==> src/rtl/int8_mac_seq.sv <==
// Sequencer for one int8_mac engine: fetches A/B chunk pairs, drives the MAC chunk by chunk,
// carries the running sum through the MAC partial-sum input and returns the final sum.
module int8_mac_seq #(
    parameter int VEC_W  = 264,
    parameter int ACC_W  = 24,
    parameter int ADDR_W = 10,
    parameter int CNT_W  = 8
) (
    input  logic              clk,
    input  logic              rst,
    input  logic              cmd_valid,
    output logic              cmd_ready,
    input  logic [CNT_W-1:0]  cmd_chunks,
    input  logic [ADDR_W-1:0] cmd_base,
    output logic              rd_req,
    output logic [ADDR_W-1:0] rd_addr,
    input  logic              rd_valid,
    input  logic [VEC_W-1:0]  rd_a,
    input  logic [VEC_W-1:0]  rd_b,
    output logic              mac_en,
    output logic [VEC_W-1:0]  mac_a,
    output logic [VEC_W-1:0]  mac_b,
    output logic [ACC_W-1:0]  mac_psum_in,
    input  logic [ACC_W-1:0]  mac_psum_out,
    output logic              res_valid,
    input  logic              res_ready,
    output logic [ACC_W-1:0]  res_data,
    output logic              busy
);

    typedef enum logic [2:0] {IDLE, FETCH, MAC, CAPTURE, DONE} state_t;

    state_t            state;
    logic [ADDR_W-1:0] addr;
    logic [CNT_W-1:0]  count;
    logic [CNT_W-1:0]  idx;
    logic [ACC_W-1:0]  acc;

    assign cmd_ready = (state == IDLE);
    assign busy      = (state != IDLE);
    assign rd_addr   = addr;

    always_ff @(posedge clk or posedge rst) begin
        if (rst) begin
            state       <= IDLE;
            addr        <= '0;
            count       <= '0;
            idx         <= '0;
            acc         <= '0;
            rd_req      <= 1'b0;
            mac_en      <= 1'b0;
            mac_a       <= '0;
            mac_b       <= '0;
            mac_psum_in <= '0;
            res_valid   <= 1'b0;
            res_data    <= '0;
        end else begin
            case (state)
                IDLE: begin
                    if (cmd_valid) begin
                        count <= cmd_chunks;
                        addr  <= cmd_base;
                        idx   <= '0;
                        acc   <= '0;
                        if (cmd_chunks == '0) begin
                            res_data  <= '0;
                            res_valid <= 1'b1;
                            state     <= DONE;
                        end else begin
                            rd_req <= 1'b1;
                            state  <= FETCH;
                        end
                    end
                end
                FETCH: begin
                    if (rd_valid) begin
                        mac_a       <= rd_a;
                        mac_b       <= rd_b;
                        rd_req      <= 1'b0;
                        mac_en      <= 1'b1;
                        mac_psum_in <= acc;
                        state       <= MAC;
                    end
                end
                MAC: begin
                    mac_en <= 1'b0;
                    state  <= CAPTURE;
                end
                CAPTURE: begin
                    // The MAC output is registered, so the chunk's sum is only visible here.
                    acc  <= mac_psum_out;
                    addr <= addr + ADDR_W'(1);
                    idx  <= idx + CNT_W'(1);
                    if (idx == count - CNT_W'(1)) begin
                        res_data  <= mac_psum_out;
                        res_valid <= 1'b1;
                        state     <= DONE;
                    end else begin
                        rd_req <= 1'b1;
                        state  <= FETCH;
                    end
                end
                DONE: begin
                    if (res_ready) begin
                        res_valid <= 1'b0;
                        state     <= IDLE;
                    end
                end
                default: state <= IDLE;
            endcase
        end
    end

endmodule

==> config.mk <==
export PLATFORM = sky130hd
export DESIGN_NAME = int8_mac_seq
export DESIGN_NICKNAME = d
export VERILOG_FILES = /design/src/rtl/int8_mac_seq.sv
export SDC_FILE = /design/constraint.sdc
export NUM_CORES = 2
export LEC_CHECK = 0
export BUFFER_PORTS_ARGS = -buffer_cell sky130_fd_sc_hd__buf_2
export CORE_AREA = 2 2 451 453
export DETAILED_ROUTE_END_ITERATION = 7
export DIE_AREA = 0 0 453 455
export PLACE_DENSITY = 0.37
export SLEW_MARGIN = 5
export SYNTH_ARGS = -nofsm -noshare
export SYNTH_HDL_FRONTEND = slang
export SYNTH_SLANG_ARGS = --single-unit
export TNS_END_PERCENT = 5
==> constraint.sdc <==
create_clock -name clk -period 41.9 [get_ports clk]
set_clock_uncertainty 0.15 [all_clocks]
set_input_delay 4.19 -clock clk [delete_from_list [all_inputs] [get_ports clk]]
set_output_delay 4.19 -clock clk [all_outputs]
set_load 0.005 [all_outputs]
==> flow_metrics.tcl <==
set metrics [dict create \
    crit_arrival_ps 8520 \
    htreeDepth 3 \
    rr_startpoint "state[2]" \
    seq_area_frac_synth_pct 63.82 \
    clkPwrFrac_pct 26.8 \
    cts_buffers 84 \
    core_um2 201300 \
    seqPwrFrac_pct 37.9 \
    holdBufCountCts 0 \
    maxSlewHeadroom_pct 16.38 \
    synth_cell_type_count 55 \
    synthCells 2788 \
    fin_total_pwr_mw 2.784 \
    worstSkewPairLatency_ps 700 \
    fin_nets 4489 \
    crit_type "input port to register" \
    layout_min_cycle_time_ps 8057 \
    combPwrFrac_pct 35.3 \
    p_per_area_nw_per_um2 76.38 \
    cp_slowest_stage_delay_ps 790 \
    cts_setup_buffers 0 \
    setup_viol 0 \
    async_flop_share_pct 100.0 \
    avgSynthCellArea_um2 8.888 \
    post_cts_resize_count 0 \
    die_area_um2 206100 \
    ant_nets 0 \
    switching_power_mw 1.109 \
    hold_depth 2 \
    grt_pass1_wl_um 177300 \
    setup_slack_ps 33840 \
    crit_path_start_kind "input port" \
    rsz0062_at_grt "no" \
    grt-ovfl-total 0 \
    grt_start_max_net_pins 123 \
    synth_edf_count 0 \
    ys_top_cells_by_area "dfrtp_1, nand2_1, clkbuf_1" \
    fin_crit_sh_pct 19.23 \
    drtIter0Drc 1896 \
    hold_start "mac_b[86]" \
    initial_core_util_pct 12.31 \
    slew_viol_final 0 \
    final_util_pct 18.11 \
    end_kind "register" \
    place_hpwl_um 99490 \
    r2r_slack_ps 36840 \
    fp.dieW_um 453 \
    yosysTopAreaCell "dfrtp_1" \
    grt_usage_pct 11.94 \
    routed_wirelength_um 130000 \
    synth-warning-count 0 \
    cp_max_fo 80 \
    max_freq_mhz 124.1 \
    syn_nets 3366 \
    final_cells 6671 \
    cpLargestDelayFamily "buffers and inverters" \
    clk_path_buf_depth 3 \
    io_buffers 1165 \
    switching_share_pct 39.83 \
    drt-pass1-iter-count 5 \
    ys.flop_type "dfrtp_1" \
    grt_pass1_vias 22840 \
    crit_path_frequent_cell "buf_4" \
    ff2ff_path_depth 7 \
    synth_top_area_share_pct 63.82 \
    postLayoutCellArea_um2 36450 \
    peakVddDrop_uv 27.04 \
    globalplace.congestion 0.8485 \
    cts_tree "yes" \
    ios 1166 \
    hp-class "register to register" \
    placementRows 165 \
    antenna_found_initial 69 \
    die_y_um 455 \
    synth_area_um2 24780 \
    drv_cap 0 \
    wire_per_inst_um 19.49 \
    post-place-ws_ps 32880 \
    cellLeakagePower_nw 19.92 \
    drive_gt1_share_pct 34.05 \
    drcViolationCount 0 \
    tns_ps 0 \
    root_buffer "clkbuf_16" \
    clk_pin_slew_ps 60 \
    worst-path-buf-inv 5 \
    whs_ps 315.8 \
    placed_area_um2 33600 \
    hold_path_end "mac_b[86]" \
    vias_per_cell 3.487 \
    reg2reg_to "mac_a[98]" \
    cp.required_ps 42360 \
    critPathSlowestCell "or3_4" \
    syn_to_final_growth_pct 47.07 \
    cts_sinks 632 \
    finalHoldViolCount 0 \
    status "finished clean" \
    final_common_cell "nand2_1" \
    most-common-layout-cells "nand2_1, buf_2, dfrtp_1" \
    via_count 23270 \
    synth_seq_cells 632 \
    worstMarginPinSlew_ps 1251 \
    dp_cells 6497 \
    p_int_mw 1.675 \
    cp_cell_sequence "buf_2 > nand2_1 > or3_4 > buf_4 > buf_4 > buf_4 > buf_4 > nand2_1 > nand2_1" \
]
## Yosys cell counts, drive strengths merged, types with 2 or more instances
master,number
a21oi,5
o211ai,25
a221o,7
nand3,55
or3,2
and3,5
dfrtp,632
xnor2,6
a2111o,24
nand4,5
inv,6
nand3b,3
buf,16
o311ai,3
a31oi,4
or4,3
nor3,5
nand2,1771
nor3b,3
xor2,3
clkbuf,144
ha,3
nor2,15
mux2i,3
a211o,2
o21ai,17
## flip-flops by register name (all words and copies together) (netlist names)
name	flops
mac_a	264
mac_b	264
acc	24
mac_psum_in	24
res_data	24
rd_addr	10
count	8
idx	8
state	3
mac_en	1
rd_req	1
res_valid	1
## area by class of cell
type / count / area (µm²)
flip-flops and latches: 632 / 15820
clock buffers: 125 / 2427
fillers: 22850 / 164800
inverters: 6 / 30.03
diodes: 19 / 47.55
multi-input cells: 1990 / 8330
clock inverters: 30 / 367.9
repair buffers: 1197 / 6083
well taps: 2672 / 3343
## power by group through the flow
stage | registers (mW) | clock network, mW | logic (mW)
global placement | 1.06 | 0 | 1.00
CTS | 1.05 | 0.772 | 1.01
floorplan | 1.06 | 0 | 0.425
global route | 1.09 | 0.798 | 1.10
finish | 1.06 | 0.745 | 0.984
detailed placement | 1.06 | 0 | 1.01
## cells by family (layout without fill, tap and decap cells)
kind of cell,after synthesis,after routing,share of synthesized area (%)
flops,632,632,63.82
compound gates,99,99,3.676
simple gates,1875,1875,29.16
xor+xnor,10,10,0.4090
buf+inv,166,1358,2.656
other cells,0,19,0
mux,3,3,0.1212
fa+ha+maj,3,3,0.1515
## routing by layer
metal | vias up | track usage, % | wire (µm)
met5 | - | 0.3906 | 331
met4 | 36 | 4.094 | 3427
met3 | 219 | 3.731 | 10020
met2 | 820 | 18.57 | 60760
met1 | 11240 | 15.54 | 55470
li1 | 10960 | - | -
## worst max path at each step
stage	start	to	slack (ps)	cells past startpoint
finish	rd_valid	mac_a[98]	33840	9
global route	rst	mac_b[161]	33210	7
CTS	rst	mac_b[161]	33670	7
detailed placement	rst	mac_b[249]	32880	7
global placement	rst	mac_b[177]	32880	7
floorplan	rst	acc[0]	19860	1
## worst register-to-register path, stage by stage (launching register included)
cell     delay, ps
dfrtp_1        680
or3_4          870
buf_4          700
buf_4          630
buf_4          820
buf_4          860
nand2_1        180
nand2_1         90
(Power assumes the default switching activity.)
